[src/rtl/id_ex_stage.sv]
// rtl/id_ex_stage.sv - ID/EX pipeline register with forwarding, load-use stall and flush
// Operand-select stage feeding the ALU; forwarding is resolved combinationally on the outputs.
module id_ex_stage #(
  parameter int DW = 32,
  parameter int AW = 5
) (
  input  logic          clk_i,
  input  logic          rst_i,
  input  logic          id_valid_i,
  input  logic [AW-1:0] id_rs_i,
  input  logic [AW-1:0] id_rt_i,
  input  logic [AW-1:0] id_dst_i,
  input  logic [DW-1:0] id_rs_data_i,
  input  logic [DW-1:0] id_rt_data_i,
  input  logic [DW-1:0] id_imm_i,
  input  logic [3:0]    id_alu_ctrl_i,
  input  logic          id_alu_src_i,
  input  logic          id_reg_write_i,
  input  logic          id_mem_read_i,
  input  logic          id_mem_write_i,
  input  logic          flush_i,
  input  logic          exmem_reg_write_i,
  input  logic [AW-1:0] exmem_dst_i,
  input  logic [DW-1:0] exmem_result_i,
  input  logic          memwb_reg_write_i,
  input  logic [AW-1:0] memwb_dst_i,
  input  logic [DW-1:0] memwb_data_i,
  output logic          stall_o,
  output logic          ex_valid_o,
  output logic [DW-1:0] ex_src1_o,
  output logic [DW-1:0] ex_src2_o,
  output logic [3:0]    ex_alu_ctrl_o,
  output logic [DW-1:0] ex_store_data_o,
  output logic [AW-1:0] ex_dst_o,
  output logic          ex_reg_write_o,
  output logic          ex_mem_read_o,
  output logic          ex_mem_write_o
);

  localparam logic [3:0] CTRL_SRA  = 4'd8;
  localparam logic [3:0] CTRL_SRAV = 4'd9;
  localparam logic [3:0] CTRL_LUI  = 4'd10;

  logic          valid_q,     valid_d;
  logic [AW-1:0] rs_q,        rs_d;
  logic [AW-1:0] rt_q,        rt_d;
  logic [AW-1:0] dst_q,       dst_d;
  logic [DW-1:0] rs_data_q,   rs_data_d;
  logic [DW-1:0] rt_data_q,   rt_data_d;
  logic [DW-1:0] imm_q,       imm_d;
  logic [3:0]    alu_ctrl_q,  alu_ctrl_d;
  logic          alu_src_q,   alu_src_d;
  logic          reg_write_q, reg_write_d;
  logic          mem_read_q,  mem_read_d;
  logic          mem_write_q, mem_write_d;

  logic          hz;
  logic          bypass_rs, bypass_rt;
  logic [DW-1:0] fwd_a, fwd_b;
  logic [DW-1:0] src1, src2;

  assign hz = valid_q && mem_read_q && (dst_q != '0) && id_valid_i &&
              ((dst_q == id_rs_i) || (dst_q == id_rt_i));
  assign stall_o = hz && !flush_i;

  // A write landing in the register file this same cycle would be missed by ID's read.
  assign bypass_rs = memwb_reg_write_i && (memwb_dst_i != '0) && (memwb_dst_i == id_rs_i);
  assign bypass_rt = memwb_reg_write_i && (memwb_dst_i != '0) && (memwb_dst_i == id_rt_i);

  always_comb begin
    valid_d     = id_valid_i;
    rs_d        = id_rs_i;
    rt_d        = id_rt_i;
    dst_d       = id_dst_i;
    rs_data_d   = bypass_rs ? memwb_data_i : id_rs_data_i;
    rt_data_d   = bypass_rt ? memwb_data_i : id_rt_data_i;
    imm_d       = id_imm_i;
    alu_ctrl_d  = id_alu_ctrl_i;
    alu_src_d   = id_alu_src_i;
    reg_write_d = id_reg_write_i;
    mem_read_d  = id_mem_read_i;
    mem_write_d = id_mem_write_i;
    if (flush_i || hz) begin
      valid_d     = 1'b0;
      rs_d        = '0;
      rt_d        = '0;
      dst_d       = '0;
      rs_data_d   = '0;
      rt_data_d   = '0;
      imm_d       = '0;
      alu_ctrl_d  = '0;
      alu_src_d   = 1'b0;
      reg_write_d = 1'b0;
      mem_read_d  = 1'b0;
      mem_write_d = 1'b0;
    end
  end

  always_ff @(posedge clk_i) begin
    if (rst_i) begin
      valid_q     <= 1'b0;
      rs_q        <= '0;
      rt_q        <= '0;
      dst_q       <= '0;
      rs_data_q   <= '0;
      rt_data_q   <= '0;
      imm_q       <= '0;
      alu_ctrl_q  <= '0;
      alu_src_q   <= 1'b0;
      reg_write_q <= 1'b0;
      mem_read_q  <= 1'b0;
      mem_write_q <= 1'b0;
    end else begin
      valid_q     <= valid_d;
      rs_q        <= rs_d;
      rt_q        <= rt_d;
      dst_q       <= dst_d;
      rs_data_q   <= rs_data_d;
      rt_data_q   <= rt_data_d;
      imm_q       <= imm_d;
      alu_ctrl_q  <= alu_ctrl_d;
      alu_src_q   <= alu_src_d;
      reg_write_q <= reg_write_d;
      mem_read_q  <= mem_read_d;
      mem_write_q <= mem_write_d;
    end
  end

  // EX/MEM holds the younger result, so it wins over MEM/WB.
  always_comb begin
    fwd_a = rs_data_q;
    if (exmem_reg_write_i && (exmem_dst_i != '0) && (exmem_dst_i == rs_q))
      fwd_a = exmem_result_i;
    else if (memwb_reg_write_i && (memwb_dst_i != '0) && (memwb_dst_i == rs_q))
      fwd_a = memwb_data_i;

    fwd_b = rt_data_q;
    if (exmem_reg_write_i && (exmem_dst_i != '0) && (exmem_dst_i == rt_q))
      fwd_b = exmem_result_i;
    else if (memwb_reg_write_i && (memwb_dst_i != '0) && (memwb_dst_i == rt_q))
      fwd_b = memwb_data_i;
  end

  always_comb begin
    src1 = fwd_a;
    src2 = alu_src_q ? imm_q : fwd_b;
    case (alu_ctrl_q)
      CTRL_SRA: begin
        src1 = imm_q;
        src2 = fwd_b;
      end
      CTRL_SRAV: begin
        src1 = fwd_a;
        src2 = fwd_b;
      end
      CTRL_LUI: begin
        src1 = '0;
        src2 = imm_q;
      end
      default: ;
    endcase
  end

  assign ex_valid_o      = valid_q;
  assign ex_src1_o       = valid_q ? src1  : '0;
  assign ex_src2_o       = valid_q ? src2  : '0;
  assign ex_store_data_o = valid_q ? fwd_b : '0;
  assign ex_alu_ctrl_o   = alu_ctrl_q;
  assign ex_dst_o        = dst_q;
  assign ex_reg_write_o  = reg_write_q;
  assign ex_mem_read_o   = mem_read_q;
  assign ex_mem_write_o  = mem_write_q;

endmodule

[config.mk]
export PLATFORM = sky130hd
export DESIGN_NAME = id_ex_stage
export DESIGN_NICKNAME = d
export VERILOG_FILES = /design/src/rtl/id_ex_stage.sv
export SDC_FILE = /design/constraint.sdc
export NUM_CORES = 1
export LEC_CHECK = 0
export CORE_MARGIN = 1.5
export CORE_UTILIZATION = 40
export CTS_BUF_LIST = sky130_fd_sc_hd__clkbuf_4 sky130_fd_sc_hd__clkbuf_8
export DETAILED_ROUTE_END_ITERATION = 10
export PLACE_DENSITY = 0.85
export SETUP_SLACK_MARGIN = 0.05
export SLEW_MARGIN = 10
export SYNTH_ARGS = -nofsm -noshare
export SYNTH_HDL_FRONTEND = slang
export SYNTH_SLANG_ARGS = --single-unit
[constraint.sdc]
create_clock -name clk_i -period 4.26 [get_ports clk_i]
set_input_delay 0.852 -clock clk_i [delete_from_list [all_inputs] [get_ports clk_i]]
set_output_delay 0.852 -clock clk_i [all_outputs]
set_load 0.05 [all_outputs]
---- Yosys cells after proc, flatten, opt, wreduce, memory -nomap -nowiden ----
Cells that the tools add are included.
operators by class
  eq/ne operators ......................... 11
  mux-type cells .......................... 12
  reductions and logical operators ........ 21
operator list
  cell                                  count
  two-way mux 32 bit                    10
  one-hot mux 32 bit (2 select lines)   2
  == test 5 bit                         8
  nonzero test 5 bit                    3
  logical AND 1 bit                     13
  == test 4 bit, second input constant  3
  OR reduction 2 bit                    2
  logical OR 1 bit                      2
  zero test 1 bit                       1
word-level totals
  register bits ........................... 120
  output and inout bits ................... 110
  word-level logic and storage cells ...... 56

---- Logic depth before layout (Yosys ltp) ----
  word-level depth ........................ 8
  gate-level depth with buffers ........... 8
  mapped depth without buffers ............ 6

---- Worst setup path before layout ----
No wires, ideal clock.
  path type ............................... input-to-output
  start ................................... input port memwb_dst_i[1]
  end ..................................... output port ex_src2_o[0]
  arrival time ............................ 3.357 ns
  required time ........................... 3.408 ns
  setup slack ............................. 0.051 ns
  stages .................................. 7
  buffers on the path ..................... 1
  path through ............................ buf_2 or4_1 o21ai_4 nor4_4 mux2i_1 or4_1 a22oi_1
on the way
  longest elaborated chain between the ends .. 8
  elaborated cells on any way between the ends .. 9
  classes of those cells .................. eq/ne (1); mux (5); reduce/logical (3)
ends and longest elaborated chain
  what                                   RTL line  source
  start: declaration                     26        input logic [AW-1:0] memwb_dst_i,
  nonzero test 5 bit                     140       else if (memwb_reg_write_i && (memwb_dst_i != '0) && (memwb_dst_i == rt_q))
  logical AND 1 bit                      140
  logical AND 1 bit *                    140
  two-way mux 32 bit *                   140
  two-way mux 32 bit *                   138       if (exmem_reg_write_i && (exmem_dst_i != '0) && (exmem_dst_i == rt_q))
  two-way mux 32 bit                     146       src2 = alu_src_q ? imm_q : fwd_b;
  one-hot mux 32 bit (2 select lines) *  147       case (alu_ctrl_q)
  two-way mux 32 bit *                   166       assign ex_src2_o = valid_q ? src2 : '0;
  end: declaration                       31        output logic [DW-1:0] ex_src2_o,
Every way passes the cells marked *; elsewhere a longest branch is shown, timed or not.

---- Worst setup path after layout ----
  start ................................... input port memwb_dst_i[2]
  end ..................................... output port ex_src2_o[0]
Same word-level chain as after synthesis.

==> metrics.md <==
| Metric | Value |
|---|---|
| Outcome | completed |
| Core ar. | 16100 µm² |
| Initial antenna violation count | 0 |
| Synth Area per Inst | 8.71 µm² |
| Hold EP | imm_q[25] |
| Final hold slack | 0.960 ns |
| Final period util | 0.976 |
| Hold Path Class | in -> reg |
| Iter 0 DRT Violations | 316 |
| Die X | 132 µm |
| Cell Chain, Critical Path | clkdlybuf4s50_1 > or4_1 > o21ai_4 > nor4_4 > mux2i_1 > or4_1 > a22oi_2 > buf_12 |
| CP Data Arrival Time | 3.31 ns |
| Num ports | 309 |
| Slowest stage delay, CP | 0.57 ns |
| Total Routed Length | 25400 µm |
| Gr ovfl total | 0 |
| CP most frequent cell | or4_1 |
| Layout cells sized above 1 | 0.160 |
| Total Power | 2.74 mW |
| Slowest CP cell | or4_1 |
| Syn_nets | 960 |
| Slew @ Worst Pin | 0.902 ns |
| Overall routing resource usage | 0.288 |
| Register area | 2400 µm² |
| CTS Buf Count | 17 |
| P per Cell Area | 249 nW/µm² |
| IO Port Bufs | 308 |
| Synthesized area | 6630 µm² |
| Largest vdd supply drop | 0.230 mV |
| Worst r2r dst | rs_data_q[30] |
| Buffer depth of the longest clock path | 2 |
| Number of distinct library cells after synthesis | 38 |
| Die Ht | 132 µm |
| Post-synth EDFFs | 0 |
| Die area | 17300 µm² |
| Setup tns final | 0 ns |
| Cells after Synth | 761 |
| Bufs and invs on worst path | 2 |
| Worst Setup End Kind | primary output |
| DR pass1 iterations | 5 |
| Vias | 6775 |
| Maxcap violations | 0 |
| Fillers | 1180 |
| Worst Skew | 0.00756 ns |
| GPL Wtd Cong | 0.967 |
| Crit Path Category | in -> out |
| Nets | 1251 |
| Initial Utilization | 0.413 |
| FF-to-FF path depth | 6 |
| Dominant synthesized flop cell | dfxtp_1 |
| Setup Viol. Count Final | 0 |
| Root Buffer | clkbuf_8 |
| Count of warnings emitted by yosys | 0 |
| FFs w/ async S/R, synth | 0 |
| Vias in the first global route | 7042 |
| Reg2reg setup slack | 1.78 ns |
| Synth Register Bits | 120 |
| Post-route ant nets | 0 |
| CP top delay family | simple AND/OR/NAND/NOR gates |
| Final Hold Vio Count | 0 |
| Multi-input gate area | 4020 µm² |
| Relative slew slack | 0.397 |
| Global-route wire length before repair | 38700 µm |
| CTS tree | yes |
| Worst-Skew Late Latency | 0.45 ns |
| Final HPWL DP | 18100 µm |
| Largest net degree at the start of global routing | 65 |
| Hold path depth | 2 |
| Leakage | 4.21 nW |
| Hold buffer count at CTS | 0 |
| Area Growth Syn to Fin | 65.9% |
| # DRC | 0 |
| Worst reg2reg path startpoint | ex_dst_o[1] |
| Cell Rows | 46 |
| Period minus WS final | 4.16 ns |
| Wire per inst | 19.8 µm |
| Slew Viols, Final | 0 |
| CP Max Fanout | 3 |
| Antenna Cells | 0 |
| Fmax | 0.240 GHz |
| Post-route core utilization | 0.685 |
| Vias per inst | 5.29 |
| Crit path launch type | input port |
| Hold Crit Start | id_imm_i[25] |
| Reg clk slew, reported paths | 0.07 ns |
| Seq/Total Area, Yosys | 0.363 |
| CTS sink count | 120 |
| Critical Path RT | 3.41 ns |
| H-tree lvl count | 4 |
| RSZ-0062 raised after global routing | yes |
[flip-flops by register name, summed over array words and instances, names as in the netlist]
register and count:
ex_mem_read_o 1, rt_data_q 32, rs_data_q 32, ex_mem_write_o 1
ex_valid_o 1, alu_src_q 1, imm_q 32, ex_reg_write_o 1
ex_dst_o 5, rs_q 5, rt_q 5, ex_alu_ctrl_o 4
[timing repair]
item | CTS | global route
setup endpoints to repair | 1 | 12
endpoints found under the hold margin | 0 | 0
resized for setup | 1 | 3
buffers inserted | 0 | 0
pin swaps | 0 | 1
cloned | 0 | 1
[final cells by class]
class | instances | share of cell area
clock buffer | 23 | 0.0265
clock inverter | 9 | 0.00683
inverter | 3 | 0.00102
multi-input combinational | 576 | 0.366
sequential | 120 | 0.219
tap | 216 | 0.0246
timing repair buffer | 334 | 0.357
[stage by stage]
stage / setup WS, ns / std cells / instance area, µm²
3_5_place_dp: -0.00101 / 1248 / 10600
3_3_place_gp: 0.0555 / 1248 / 10600
4_1_cts: 0.0737 / 1280 / 11000
2_1_floorplan: 0.0508 / 761 / 6630
5_1_grt: 0.0445 / 1281 / 11000
6_report: 0.101 / 1281 / 11000
[cell families (layout without fill, tap and decap cells)]
| kind of cell | Yosys count | after routing | synth area share |
|---|---|---|---|
| flip-flops | 120 | 120 | 0.363 |
| AND/OR/NAND/NOR | 227 | 227 | 0.178 |
| AO/OA/AOI/OAI | 181 | 181 | 0.172 |
| XOR/XNOR | 40 | 40 | 0.0529 |
| multiplexers | 128 | 128 | 0.194 |
| buffers and inverters | 65 | 369 | 0.0404 |
[layout by cell type, fill, tap and decap left out, types with 2 or more instances in the layout]
master,count
and2_1,86
a21o_1,32
a22o_1,29
buf_12,69
xor2_1,16
dfxtp_1,120
nand3_1,9
nand2_1,32
buf_4,52
clkdlybuf4s50_1,211
nor3_1,4
nor2_1,71
o21ai_0,38
inv_1,3
nand2b_1,2
clkbuf_8,19
clkinvlp_4,2
a21oi_1,40
nor2b_1,3
nor3_2,2
o21ai_1,31
clkbuf_4,4
mux2i_1,127
xnor2_1,24
or4_1,4
clkinv_2,6
nor4_4,4
nor3b_1,2
[power by group]
group | internal [mW] | leakage (nW) | total (mW) | switching (mW)
logic | 0.308 | 3.03 | 0.573 | 0.265
registers | 1.17 | 0.986 | 1.20 | 0.0262
clock network | 0.511 | 0.193 | 0.970 | 0.459
total | 1.99 | 4.21 | 2.74 | 0.750
[cells in the mapped netlist (all sizes together) (2+ instances only)]
cell type	n	share of area
and2	86	0.081
inv	3	0.0017
dfxtp	120	0.36
nand3	9	0.0068
nor3	6	0.0045
mux2i	127	0.19
xnor2	24	0.032
nor3b	2	0.0023
a22o	29	0.038
nor2	73	0.041
xor2	16	0.021
or3	2	0.0019
buf	17	0.013
or4	5	0.0057
o21ai	71	0.055
nand2	32	0.018
a21oi	40	0.030
nor4	6	0.011
a21o	32	0.036
nor2b	3	0.0028
clkbuf	45	0.025
nand2b	2	0.0019
[worst register-to-register path, cell delays in order, from the launching register on]
cell       delay [ns]
dfxtp_1          0.36
or4_1            0.54
o2111ai_1        0.22
a21oi_1          0.10
or3_2            0.73
buf_12           0.31
nor2_1           0.15
[how the worst max path moves through the flow]
| stage | cells past startpoint | slack, ns | to | startpoint |
|---|---|---|---|---|
| final | 8 | 0.10 | ex_src2_o[0] | memwb_dst_i[2] |
| after global routing | 8 | 0.04 | ex_src2_o[0] | memwb_dst_i[2] |
| after CTS | 8 | 0.07 | ex_src2_o[0] | exmem_dst_i[1] |
| after detailed placement | 8 | -0.001 | ex_src2_o[0] | exmem_dst_i[1] |
| after global placement | 8 | 0.06 | ex_src2_o[0] | memwb_dst_i[2] |
| after floorplan | 7 | 0.05 | ex_src2_o[0] | memwb_dst_i[1] |
[per-layer routing]
metal / part of all wire / global-route usage / vias to the layer above
li1: - / - / 3231
met1: 0.40 / 0.325 / 3160
met3: 0.065 / 0.0671 / 51
met2: 0.51 / 0.515 / 333
met5: 0 / 0 / -
met4: 0.030 / 0.130 / 0
(Power assumes the default switching activity.)
